$ cat src/rtl/cache_lookup_ctrl.sv
// rtl/cache_lookup_ctrl.sv - direct-mapped read-cache controller with valid-bit RAM port and refill handshake
module cache_lookup_ctrl #(
  parameter int INDEX     = 3,
  parameter int CACHESIZE = 8,
  parameter int MEM_BITS  = 5,
  parameter int DATA_W    = 8,
  parameter int CNT_W     = 8
) (
  input  logic                clk,
  input  logic                reset,
  input  logic                cpu_req,
  input  logic [MEM_BITS-1:0] cpu_addr,
  output logic                cpu_ready,
  output logic                cpu_rvalid,
  output logic [DATA_W-1:0]   cpu_rdata,
  output logic                cpu_hit,
  output logic [INDEX-1:0]    vr_address,
  output logic                vr_read,
  output logic                vr_write,
  input  logic                vr_valid,
  output logic                mem_req,
  output logic [MEM_BITS-1:0] mem_addr,
  input  logic                mem_ack,
  input  logic [DATA_W-1:0]   mem_rdata,
  output logic [CNT_W-1:0]    hit_cnt,
  output logic [CNT_W-1:0]    miss_cnt
);

  localparam int TAG_W = MEM_BITS - INDEX;

  typedef enum logic [2:0] {
    IDLE    = 3'd0,
    LOOKUP  = 3'd1,
    COMPARE = 3'd2,
    MISS    = 3'd3,
    FILL    = 3'd4,
    RESPOND = 3'd5
  } state_t;

  state_t              state;
  logic [MEM_BITS-1:0] req_addr;
  logic [TAG_W-1:0]    tag_q;

  // Line storage; validity lives only in the external valid-bit RAM, so no reset here
  logic [DATA_W-1:0]   data_mem [CACHESIZE];
  logic [TAG_W-1:0]    tag_mem  [CACHESIZE];

  logic [INDEX-1:0]    req_idx;
  logic [TAG_W-1:0]    req_tag;
  logic                hit_now;
  logic                fill_now;

  assign req_idx  = req_addr[INDEX-1:0];
  assign req_tag  = req_addr[MEM_BITS-1:INDEX];
  assign hit_now  = vr_valid && (tag_q == req_tag);
  // A refill is committed only on an acknowledged MISS cycle that is not being reset
  assign fill_now = !reset && (state == MISS) && mem_ack;

  // Refill write of the data and tag arrays when the memory acknowledges
  always_ff @(posedge clk) begin
    if (fill_now) begin
      data_mem[req_idx] <= mem_rdata;
      tag_mem[req_idx]  <= req_tag;
    end
  end

  // Controller FSM; every output is registered and set on entry to the state that owns it
  always_ff @(posedge clk) begin
    if (reset) begin
      state      <= IDLE;
      req_addr   <= '0;
      tag_q      <= '0;
      cpu_ready  <= 1'b1;
      cpu_rvalid <= 1'b0;
      cpu_rdata  <= '0;
      cpu_hit    <= 1'b0;
      vr_address <= '0;
      vr_read    <= 1'b0;
      vr_write   <= 1'b0;
      mem_req    <= 1'b0;
      mem_addr   <= '0;
      hit_cnt    <= '0;
      miss_cnt   <= '0;
    end else begin
      case (state)
        IDLE: begin
          if (cpu_req) begin
            req_addr   <= cpu_addr;
            cpu_ready  <= 1'b0;
            vr_read    <= 1'b1;
            vr_address <= cpu_addr[INDEX-1:0];
            state      <= LOOKUP;
          end
        end
        LOOKUP: begin
          // vr_valid for this index arrives registered during COMPARE
          tag_q   <= tag_mem[req_idx];
          vr_read <= 1'b0;
          state   <= COMPARE;
        end
        COMPARE: begin
          if (hit_now) begin
            cpu_rdata  <= data_mem[req_idx];
            cpu_rvalid <= 1'b1;
            cpu_hit    <= 1'b1;
            if (hit_cnt != {CNT_W{1'b1}}) hit_cnt <= hit_cnt + 1'b1;
            state      <= RESPOND;
          end else begin
            mem_req    <= 1'b1;
            mem_addr   <= req_addr;
            if (miss_cnt != {CNT_W{1'b1}}) miss_cnt <= miss_cnt + 1'b1;
            state      <= MISS;
          end
        end
        MISS: begin
          if (mem_ack) begin
            cpu_rdata <= mem_rdata;
            mem_req   <= 1'b0;
            vr_write  <= 1'b1;
            state     <= FILL;
          end
        end
        FILL: begin
          vr_write   <= 1'b0;
          cpu_rvalid <= 1'b1;
          cpu_hit    <= 1'b0;
          state      <= RESPOND;
        end
        RESPOND: begin
          cpu_rvalid <= 1'b0;
          cpu_hit    <= 1'b0;
          cpu_ready  <= 1'b1;
          state      <= IDLE;
        end
        default: begin
          state     <= IDLE;
          cpu_ready <= 1'b1;
        end
      endcase
    end
  end

endmodule
$ cat config.mk
export PLATFORM = sky130hd
export DESIGN_NAME = cache_lookup_ctrl
export DESIGN_NICKNAME = d
export VERILOG_FILES = /design/src/rtl/cache_lookup_ctrl.sv
export SDC_FILE = /design/constraint.sdc
export NUM_CORES = 1
export LEC_CHECK = 0
export ABC_AREA = 1
export ABC_CLOCK_PERIOD_IN_PS = 5550
export CORE_MARGIN = 5
export CORE_UTILIZATION = 30
export DETAILED_ROUTE_END_ITERATION = 16
export GPL_TIMING_DRIVEN = 0
export HOLD_SLACK_MARGIN = 0.12
export SLEW_MARGIN = 15
export SYNTH_ARGS = -nofsm -noshare
export SYNTH_HDL_FRONTEND = slang
export SYNTH_SLANG_ARGS = --single-unit
export TNS_END_PERCENT = 50
$ cat constraint.sdc
create_clock -name clk -period 5.55 [get_ports clk]
set_input_delay 1.11 -clock clk [delete_from_list [all_inputs] [get_ports clk]]
set_output_delay 1.11 -clock clk [all_outputs]
set_load 0.02 [all_outputs]
## Word level (Yosys, flattened, before mapping)

Memory sizes are Yosys's and may differ from the RTL's. A register that Yosys moved wholly into a read port is not among the register bits.
Cells that the tools add are included.

- Add/subtract/negate cells: 2
- Multipliers: 0
- Div/mod/pow operators: 0
- $lt $le $gt $ge: 0
- Equality and inequality tests: 12
- Shift operators: 0
- Multiplexer cells: 23
- Bitwise logic cells: 2
- Reductions and logical operators: 24

Operators by type and width:

| kind | number |
|---|---|
| $add A8 B1 Y8 const B | 2 |
| $mux W8 | 2 |
| $ne A8 B8 Y1 const B | 2 |
| $pmux W8 S2 | 1 |
| $reduce_and A2 Y1 | 8 |
| $mux W3 | 5 |
| $pmux W3 S5 | 1 |
| $reduce_and A3 Y1 | 4 |
| $pmux W1 S2 | 5 |
| $mux W1 | 8 |
| $ne A2 B2 Y1 const B | 4 |
| $reduce_bool A2 Y1 | 4 |
| $eq A3 B2 Y1 const B | 2 |
| $eq A3 B3 Y1 const B | 2 |
| $reduce_or A4 Y1 | 1 |
| $eq A3 B1 Y1 const B | 1 |
| $logic_and A1 B1 Y1 | 3 |
| $logic_not A3 Y1 | 1 |
| $pmux W1 S3 | 1 |
| $reduce_bool A3 Y1 | 1 |
| $eq A2 B2 Y1 | 1 |
| $not A1 Y1 | 2 |
| $reduce_or A2 Y1 | 1 |
| $logic_not A1 Y1 | 1 |

- Register bits after elaboration: 46
- Latch bits: 0
- Bits in writable memories: 80
- Memory bits (read-only): 0
- Input port bits: 18
- Output and inout bits: 38
- Logic and storage cells: 78
- Memories: 2

Memory list:

| memory | words | width | read ports | clocked after memory_dff | wr ports | line | text |
|---|---|---|---|---|---|---|---|
| data_mem | 8 | 8 | 1 | 1 | 1 | 45 | `logic [DATA_W-1:0] data_mem [CACHESIZE];` |
| tag_mem | 8 | 2 | 1 | 1 | 1 | 46 | `logic [TAG_W-1:0] tag_mem [CACHESIZE];` |

## Depth between registers and ports, before layout

Gate-level depths: netlist of run 1.

- Depth after elaboration: 5
- Gate-level depth with buffers: 11
- Depth with buffers taken out: 10

## Least setup slack after synthesis of run 1

No wires, ideal clock.

- Path type: in2reg
- Start: input mem_ack
- End: memory data_mem[0][0], enable pin
- Library setup time: 0.376 ns
- Arrival time: 1.936 ns
- Required time: 5.174 ns
- Setup slack: 3.238 ns
- Stages on the path: 6
- Buffers on the path: 0
- Path through: inv_1 -> nor2_1 -> nand2_1 -> inv_1 -> nand2_1 -> nor2_1

- Longest elaborated chain between the ends: 3

RTL lines:

| what | line | text |
|---|---|---|
| start, declared | 23 | `input logic mem_ack,` |
| $logic_and A1 B1 Y1 | 57 | `assign fill_now = !reset && (state == MISS) && mem_ack;` |
| $mux W1 | 61 | `if (fill_now) begin` |
| $mux W1 (implied by the code) | 62 | `data_mem[req_idx] <= mem_rdata;` |
| end, declared | 45 |  |

No other way between the ends.

## Worst setup path in the final report of run 1

- Start: input mem_ack
- End: memory tag_mem[4][0] (netlist name), enable pin

- Longest elaborated chain between the ends: 3

RTL lines:

| what | line | text |
|---|---|---|
| $logic_and A1 B1 Y1 | 57 |  |
| $mux W1 | 61 |  |
| $mux W1 (implied by the code) | 63 | `tag_mem[req_idx] <= req_tag;` |
| end, declared | 46 |  |

No other way between the ends.

==> results.tsv, run 1 <==
stage	metric	value	unit
synth	synth-edff-count	80	
final_layout	seqCellArea	0.00336	mm2
place	gp_congestion	0.785	
global_routing	antenna_found_initial	0	
clocking	cts_setup_buffers	0	
timing	fmax	336	MHz
timing	hold_violations	0	
floorplan	core	0.0180	mm2
final_layout	nFillCells	1791	
synth	syn_avg_cell_area	9.73	um2
timing	slew_headroom	0.341	
floorplan	die_x	145	um
clocking	clkLatencyLatePin	420	ps
floorplan	initial_utilization	0.306	
critical_path	arrival	3010	ps
timing	holdWs	449	ps
critical_path	regToRegSetupSlack	3040	ps
global_routing	grt_remaining_overflow	0	
synth	yosys-top-cells-area	edfxtp_1, dfxtp_1, nand2_1	
route	drt-initial-drc-count	203	
route	post_drt_via_cell_ratio	4.53	
clocking	hold_buffers	0	
synth	synth.net_count	586	
synth	yosysTopAreaCellShare	0.436	
run	drv_cap	0	
place	port_buffers	55	
final_layout	final_util	0.382	
timing	finalCritPeriodShare	0.536	
final_layout	layout_commonest_cell	nand2_1	
clocking	numCtsBuffers	17	
critical_path	crit_path_start_kind	input pin	
timing	setup_ws	2570	ps
synth	synth_async_sr_flop_share	0	
final_layout	drive_gt1_frac	0.126	
synth	ys_seq_area_frac	0.611	
global_routing	grt_usage	0.123	
global_routing	grt_pass1_wl	20800	um
synth	synth_ff_type	edfxtp_1	
clocking	clk_path_buf_depth	2	
critical_path	critical_path_class	input pin to register	
place	dp_slack	2140	ps
critical_path	end_kind	register	
synth	ys.warnings.count	0	
route	postRouteAntennaNets	0	
synth	ys_types	39	
critical_path	cp.required	5580	ps
synth	synthesis.instances	566	
final_layout	most-common-layout-cells	nand2_1, nor2_1, edfxtp_1, clkdlybuf4s50_1, nand3_1	
clocking	tritoncts	done	
final_layout	multi_input_area	0.00185	mm2
floorplan	die_area	0.0212	mm2
timing	setup-tns-final	0	ps
clocking	cts_root_buf	clkbuf_16	
outcome	outcome	finished, final reports clean	
synth	yosys.area.top_type	edfxtp_1	
route	post_drt_wl_per_cell	14.3	um
critical_path	path_max_fanout	10	
route	wl	12700	um
final_layout	nets	660	
power	power_density	356	mW/mm2
final_layout	fin_area	0.00689	mm2
route	drt_first_pass_iters	4	
global_routing	grt_max_degree	17	
power	vdd_drop_max	0.000226	V
timing	tightest_slew	985	ps
floorplan	pin_count	56	
floorplan	num_rows	49	
final_layout	antenna_cells	0	
timing	slew_viol_final	0	
global_routing	grt_pass1_vias	3963	
power	leakagePower	2.58	nW
synth	ys_seq_elements	128	
timing	rsz0062_at_grt	false	
clocking	path_clk_slew	60	ps
place	place_area	0.00634	mm2
place	hpwl	9000	um
timing	min_period	2980	ps
timing	skew	9.96	ps
clocking	htree_num_levels	4	
synth	netlist_area	0.00551	mm2
final_layout	area_delta_synth_final	25.0	%
clocking	cts_resized	0	
floorplan	fp.dieH	145	um
clocking	clock-sinks	128	
route	vias	3993	
route	route.detailed.drc	0	
hold_path	hold_path.class	register to register	
timing	setup_violations	0	
-- layer usage --
metal	track usage	part of all wire
met5	0	0
met4	0.0471	0.010
met3	0.0396	0.044
met2	0.190	0.47
met1	0.160	0.48
-- area by class of cell --
| type | instances | share of cell area |
|---|---|---|
| clock buffer | 22 | 0.0705 |
| buffer | 25 | 0.0225 |
| inverter | 35 | 0.0205 |
| sequential | 128 | 0.488 |
| multi-input combinational | 378 | 0.268 |
| timing repair buffer | 55 | 0.0799 |
| tap | 229 | 0.0416 |
| clock inverter | 10 | 0.00818 |
-- cell usage after synthesis (2+ instances only) --
cell	instances
nand2_1	129
edfxtp_1	80
nor2_1	80
nand3_1	52
dfxtp_1	48
a21oi_1	36
inv_1	30
o21ai_0	21
buf_2	9
or2_2	9
a21boi_2	8
clkbuf_1	8
xor2_1	7
nor3_1	5
a21oi_2	3
buf_4	3
buf_6	3
inv_2	3
nand2_4	3
nand3b_1	3
nor2_4	3
ha_1	2
nand3_2	2
nand4_1	2
o31ai_1	2
xnor2_1	2
-- final timing paths --
path | startpoint | end | cells past startpoint
max | mem_ack | tag_mem[4][0] | 7
min | cpu_ready | cpu_ready | 2
max reg2reg | state[1] | tag_mem[4][0] | 9
min reg2reg | cpu_ready | cpu_ready | 2
-- stage by stage --
step                total power (W)  instances
floorplan                   0.00133        566
global placement            0.00145        850
detailed placement          0.00146        850
CTS                         0.00248        882
global route                0.00256        882
finish                      0.00245        882
-- where the power goes --
part | total, W | internal [W] | leakage (nW) | switching, W
registers | 0.00107 | 0.00105 | 1.11 | 0.0000290
clock network | 0.00102 | 0.000616 | 0.277 | 0.000404
logic | 0.000360 | 0.000139 | 1.19 | 0.000222
-- state kept, by name (all words and copies together), names as in the netlist, 3 cells and up, named ones only --
register,cells
tag_mem,16
hit_cnt,8
cpu_rdata,8
state,3
mem_addr,5
miss_cnt,8
req_addr,3
data_mem,64
-- worst max-delay path, stage by stage --
cell and delay (ps):
clkdlybuf4s50_1 560, inv_1 60, nor2_1 200, nand2_1 100, inv_1 90, nand2_1 120
nor2_1 770
-- cell families after synthesis --
| logic type | synth area share |
|---|---|
| adder cells (fa/ha/maj) | 0.00454 |
| AO/OA/AOI/OAI | 0.0822 |
| AND/OR/NAND/NOR | 0.234 |
| XOR/XNOR | 0.0143 |
| buffers and inverters | 0.0538 |
| flip-flops | 0.611 |
Note: power is estimated with default switching activity, not from simulation.
==> inputs of run 2 (changes only) <==
ABC_CLOCK_PERIOD_IN_PS = 2400   (was 5550)
clock period = 2.4 ns   (was 5.55 ns; I/O delays follow)
==> run 2 against run 1 <==
Die area did not move. Register-to-register slack got worse by 2900 ps. Count of clock-buffer cells in the layout did not move. Critical path depth did not move. Via count rose by 0.25%. Sequential cell count did not move. Combinational power rose by 130%. Non-clock buffer count did not move. Largest cell class unchanged.
==> results.tsv, run 2 (synthesis gave the netlist of run 1 again) <==
stage	metric	value	unit	change
route	drt-initial-drc-count	220		was 203
floorplan	core	0.0180	mm2	unchanged
global_routing	grt_max_degree	17		unchanged
critical_path	cp.required	2450	ps	was 5580 ps
place	gp_congestion	0.785		unchanged
global_routing	grt_usage	0.123		about the same
clocking	htree_num_levels	4		unchanged
clocking	cts_root_buf	clkbuf_16		unchanged
global_routing	grt_pass1_vias	3971		was 3,963
final_layout	area_delta_synth_final	25.4	%	was 25.0%
critical_path	crit_path_frequent_cell	nand2_1		
final_layout	nFillCells	1791		unchanged
route	route.detailed.drc	0		unchanged
timing	min_period	2280	ps	
route	postRouteAntennaNets	0		unchanged
route	drt_first_pass_iters	5		was 4
critical_path	worstPathCellList	nand2_4 -> buf_6 -> nor2_1 -> nand2_1 -> inv_1 -> nand2_1 -> nor2_2		was clkdlybuf4s50_1 -> inv_1 -> nor2_1 -> nand2_1 -> inv_1 -> nand2_1 -> nor2_1
outcome	outcome	finished, final reports clean		unchanged
power	power_density	823	mW/mm2	was 356 mW/mm2
final_layout	nets	660		unchanged
floorplan	pin_count	56		unchanged
timing	slew_viol_final	0		unchanged
hold_path	hold_path.class	register to register		unchanged
place	port_buffers	55		unchanged
timing	rsz0062_at_grt	true		was false
clocking	path_clk_slew	60	ps	about the same
global_routing	antenna_found_initial	0		unchanged
timing	slew_headroom	0.597		was 0.341
floorplan	num_rows	49		unchanged
final_layout	layout_commonest_cell	nand2_1		unchanged
floorplan	fp.dieH	145	um	unchanged
clocking	clkLatencyLatePin	420	ps	about the same
final_layout	top_register	data_mem		unchanged
floorplan	die_x	145	um	unchanged
clocking	tritoncts	done		unchanged
final_layout	largest_register_ffs	64		unchanged
final_layout	antenna_cells	0		unchanged
route	vias	4003		was 3,993
final_layout	final_util	0.383		was 0.382
global_routing	grt_remaining_overflow	0		unchanged
place	hpwl	9000	um	unchanged
final_layout	reg_top3	data_mem: 64 flops, tag_mem: 16 flops		unchanged
final_layout	most-common-layout-cells	nand2_1, edfxtp_1, nor2_1, clkdlybuf4s50_1, nand3_1		was nand2_1, nor2_1, edfxtp_1, clkdlybuf4s50_1, nand3_1
power	power.total	0.00568	W	was 0.00245 W
route	post_drt_via_cell_ratio	4.54		was 4.53
global_routing	grt_pass1_wl	20800	um	about the same
run	drv_cap	0		unchanged
clocking	cts_setup_buffers	0		unchanged
critical_path	critical_path_class	register to register		was input pin to register
clocking	numCtsBuffers	17		unchanged
critical_path	arrival	2330	ps	was 3010 ps
clocking	hold_buffers	0		unchanged
power	vdd_drop_max	0.000529	V	was 0.000226 V
timing	setup-tns-final	0	ps	unchanged
floorplan	die_area	0.0212	mm2	unchanged
timing	setup_ws	117	ps	was 2570 ps
timing	tightest_slew	604	ps	was 985 ps
critical_path	end_kind	register		unchanged
floorplan	initial_utilization	0.306		unchanged
final_layout	drive_gt1_frac	0.138		was 0.126
power	leakagePower	2.58	nW	about the same
clocking	clk_path_buf_depth	2		unchanged
critical_path	cpPeakStageDelay	530	ps	was 770 ps
critical_path	crit_path_start_kind	register		was input pin
timing	setup_violations	0		unchanged
timing	fmax	438	MHz	
timing	finalCritPeriodShare	0.951		
timing	skew	11.6	ps	was 9.96 ps
critical_path	path_max_fanout	10		unchanged
clocking	clock-sinks	128		unchanged
timing	hold_violations	0		unchanged
route	wl	12700	um	about the same
place	dp_slack	-381	ps	was 2140 ps
route	post_drt_wl_per_cell	14.4	um	was 14.3 um
critical_path	slowest_stage	dfxtp_1		was nor2_1
## run 2: changes by cell type in the layout (fill, tap and decap cells not counted)
cell	delta
nor2_2	+8
nor2_1	-8
## run 2: layer usage
layer / vias to the layer above / part of all wire / track usage / wire length (um)
met5: - / 0 / 0 / 0
met4: 0 / 0.017 / 0.0471 / 214
met3: 19 / 0.052 / 0.0396 / 659
met2: 100 / 0.46 / 0.191 / 5800
met1: 1833 / 0.47 / 0.160 / 5990
li1: 2051 / - / - / -
## run 2: final timing paths
path | startpoint | slack [ps] | endpoint | cells after the start
setup / recovery | state[0] | 120 | data_mem[4][2] | 7
hold / removal | cpu_ready | 450 | cpu_ready | 2
setup reg to reg | state[0] | 120 | data_mem[4][2] | 7
hold reg to reg | cpu_ready | 450 | cpu_ready | 2
## run 2: critical path: cells and delay by family, from the launching register on
family,cells,cell delay (ps)
simple gates,5,1090
flops,1,530
buf+inv,2,260
## run 2: report_power, final
part / switching [W] / total [W] / internal [W]
Clock: 0.000940 / 0.00236 / 0.00142
Sequential: 0.0000661 / 0.00248 / 0.00242
Combinational: 0.000516 / 0.000837 / 0.000321
Total: 0.00152 / 0.00568 / 0.00416
## run 2: cell type report
type                            instances  area, um2  share of cell area
Sequential cell                       128       3360               0.487
Multi-Input combinational cell        378       1870               0.270
Timing Repair Buffer                   55        551              0.0797
Clock buffer                           22        485              0.0703
Tap cell                              229        287              0.0415
Buffer                                 25        155              0.0225
Inverter                               35        141              0.0205
Clock inverter                         10       56.3             0.00815
## run 2: stage by stage
stage | std cells | hold WS [ps] | area [um2]
final | 882 | 449 | 6910
after global routing | 882 | 481 | 6910
after CTS | 882 | 455 | 6900
after detailed placement | 850 | 436 | 6340
after global placement | 850 | 432 | 6340
after floorplan | 566 | 509 | 5510
## run 2: repair_timing
action                     in CTS  in global routing
resized for setup               4                  4
setup endpoints to repair      80                 80
hold endpoints to repair        0                  0
==> inputs of run 3 (changes only) <==
--- a/config.mk
+++ b/config.mk
@@ -12,2 +12,3 @@
 export DETAILED_ROUTE_END_ITERATION = 16
+export DONT_BUFFER_PORTS = 1
 export GPL_TIMING_DRIVEN = 0
==> constraint.sdc (replaced) <==
create_clock -name clk -period 2.4 [get_ports clk]
set_input_delay 0.24 -clock clk [delete_from_list [all_inputs] [get_ports clk]]
set_output_delay 0.24 -clock clk [all_outputs]
set_load 0.05 [all_outputs]
==> run 3 against run 2 <==
Die area is the same. Sequential power grew 6%. Largest cell class unchanged. Total power grew 4.3%. Sequential share of layout area grew 2.3 points. Combinational power shrank 15%. Clock skew grew 2.1 ps. Maximum frequency shrank 1.7%.
==> results.tsv, run 3 (synthesis gave the netlist of run 1 again) <==
stage	metric	value	unit	change
clocking	cts_root_buf	clkbuf_16		unchanged
timing	tightest_slew	668	ps	was 604 ps
critical_path	regToRegSetupSlack	80	ps	was 120 ps
critical_path	slowest_stage	nor2_2		was dfxtp_1
power	swShare	0.278		was 0.268
power	p_comb_frac	0.120		was 0.147
global_routing	grt_remaining_overflow	0		unchanged
timing	skew	13.7	ps	was 11.6 ps
critical_path	critical_path.top_delay_family	simple AND/OR/NAND/NOR gates		unchanged
final_layout	layout_commonest_cell	nand2_1		unchanged
power	vdd_drop_max	0.000515	V	was 0.000529 V
floorplan	initial_utilization	0.306		unchanged
critical_path	path_max_fanout	10		unchanged
timing	min_period	2320	ps	was 2280 ps
critical_path	arrival	2370	ps	was 2330 ps
global_routing	grt_pass1_wl	20900	um	was 20,800 um
power	leakagePower	2.47	nW	was 2.58 nW
clocking	htree_num_levels	4		unchanged
power	internal_power	0.00428	W	was 0.00416 W
clocking	clock-sinks	128		unchanged
final_layout	nets	622		was 660
route	drt-initial-drc-count	240		was 220
global_routing	antenna_found_initial	0		unchanged
critical_path	rr_endpoint	data_mem[4][7]		was data_mem[4][2]
place	dp.cells	795		was 850
critical_path	crit_path_start_kind	register		unchanged
route	vias	3915		was 4,003
critical_path	r2r_cells	9		was 7
final_layout	most-common-layout-cells	nand2_1, edfxtp_1, nor2_1, nand3_1, dfxtp_1		was nand2_1, edfxtp_1, nor2_1, clkdlybuf4s50_1, nand3_1
place	hpwl	9010	um	was 9000 um
final_layout	area_delta_synth_final	19.8	%	was 25.4%
place	gp_congestion	0.809		was 0.785
route	drt_first_pass_iters	4		was 5
timing	finalCritPeriodShare	0.968		was 0.951
floorplan	die_x	145	um	unchanged
power	power_switching	0.00165	W	was 0.00152 W
timing	setup-tns-final	0	ps	unchanged
floorplan	fp.dieH	145	um	unchanged
critical_path	crit_buf_inv	3		was 2
clocking	path_clk_slew	60	ps	about the same
final_layout	final_util	0.366		was 0.383
critical_path	end_kind	register		unchanged
timing	slew_headroom	0.554		was 0.597
timing	fmax	431	MHz	was 438 MHz
clocking	clkLatencyLatePin	430	ps	was 420 ps
final_layout	largest_register_ffs	64		unchanged
floorplan	num_rows	49		unchanged
run	drv_cap	0		unchanged
global_routing	grt_pass1_vias	3777		was 3,971
global_routing	grt_usage	0.125		was 0.123
final_layout	fin_cells	844		was 882
timing	rsz0062_at_grt	true		unchanged
route	wl	13100	um	was 12,700 um
timing	hold_violations	0		unchanged
critical_path	worstPathCellList	inv_2 -> nor2_4 -> nand2_4 -> buf_6 -> nor2_1 -> nand2_1 -> inv_1 -> nand2_1 -> nor2_2		was nand2_4 -> buf_6 -> nor2_1 -> nand2_1 -> inv_1 -> nand2_1 -> nor2_2
critical_path	cp.required	2450	ps	about the same
clocking	tritoncts	done		unchanged
critical_path	cpPeakStageDelay	540	ps	was 530 ps
critical_path	cp_num_cells	9		was 7
route	route.detailed.drc	0		unchanged
outcome	outcome	finished, final reports clean		unchanged
final_layout	reg_top3	data_mem: 64 flops, tag_mem: 16 flops		unchanged
clocking	clk_path_buf_depth	2		unchanged
power	seqPwrFrac	0.443		was 0.437
critical_path	startpoint	state[1]		was state[0]
floorplan	core	0.0180	mm2	unchanged
floorplan	die_area	0.0212	mm2	unchanged
place	port_buffers	0		was 55
final_layout	drive_gt1_frac	0.148		was 0.138
hold_path	hold_path.class	input pin to register		was register to register
critical_path	critical_path_class	register to register		unchanged
critical_path	r2r-start	state[1]		was state[0]
timing	slew_viol_final	0		unchanged
global_routing	grt_max_degree	17		unchanged
route	post_drt_wl_per_cell	15.5	um	was 14.4 um
final_layout	top_register	data_mem		unchanged
power	clock_power_share	0.436		was 0.416
critical_path	crit_end	data_mem[4][7]		was data_mem[4][2]
clocking	numCtsBuffers	17		unchanged
final_layout	antenna_cells	0		unchanged
timing	setup_violations	0		unchanged
route	post_drt_via_cell_ratio	4.64		was 4.54
route	postRouteAntennaNets	0		unchanged
critical_path	crit_path_frequent_cell	nand2_1		unchanged
power	power_density	898	mW/mm2	was 823 mW/mm2
floorplan	pin_count	56		unchanged
[run 3: cell count changes in the layout (fill, tap and decap cells not counted), moves of 3 or more]
cell and change:
clkdlybuf4s50_1 -55, dlygate4sd3_1 +17, nor2_2 -4, nor2_4 +4, bufinv_16 +3, clkinv_4 +3, clkinvlp_4 +3, inv_4 -3
[run 3: layout make-up]
class	count	area (um2)
clock inverters	15	170
well taps	229	287
plain buffers	25	155
multi-input cells	378	1890
fillers	1833	11400
clock buffers	17	425
flip-flops and latches	128	3360
inverters	35	141
repair buffers	17	170
[run 3: tightest hold or removal path, cell delays in order]
cell and delay, ps:
nor2_4 160, o31ai_1 100, inv_1 40
[run 3: metrics by stage]
step	hold slack, ps	area, um2	setup slack, ps	power (W)
final	145	6600	77.1	0.00593
after global routing	164	6600	-110	0.00617
after CTS	124	6580	-152	0.00597
after detailed placement	340	5790	-169	0.00335
after global placement	340	5790	-116	0.00335
after floorplan	339	5510	455	0.00317
[run 3: worst min path at each step]
stage,from,end,depth (start not counted)
after floorplan,mem_rdata[0],data_mem[0][0],0
after global placement,mem_rdata[4],data_mem[3][4],0
after detailed placement,mem_rdata[4],data_mem[3][4],0
after CTS,mem_ack,state[1],3
after global routing,mem_ack,state[1],3
final,mem_ack,state[1],3
[run 3: power by group through the flow]
| stage | sequential [W] | clock, W | combinational, W |
|---|---|---|---|
| global placement | 0.00268 | 0 | 0.000666 |
| global route | 0.00264 | 0.00272 | 0.000810 |
| finish | 0.00263 | 0.00259 | 0.000712 |
| detailed placement | 0.00268 | 0 | 0.000671 |
| CTS | 0.00263 | 0.00263 | 0.000715 |
| floorplan | 0.00265 | 0 | 0.000525 |
[run 3: what timing repair did]
action / CTS / global route
gates cloned: 0 / 0
gates resized for setup: 6 / 6
setup buffers: 0 / 0
endpoints found under the hold margin: 81 / 0
setup endpoints to repair: 80 / 80
hold buffers: 17 / 0
[run 3: metal layers]
layer,global-route usage,vias to the layer above,share of wire
li1,-,1983,-
met1,0.163,1837,0.46
met4,0.0406,0,0.014
met2,0.195,80,0.48
met3,0.0445,15,0.053
met5,0,-,0
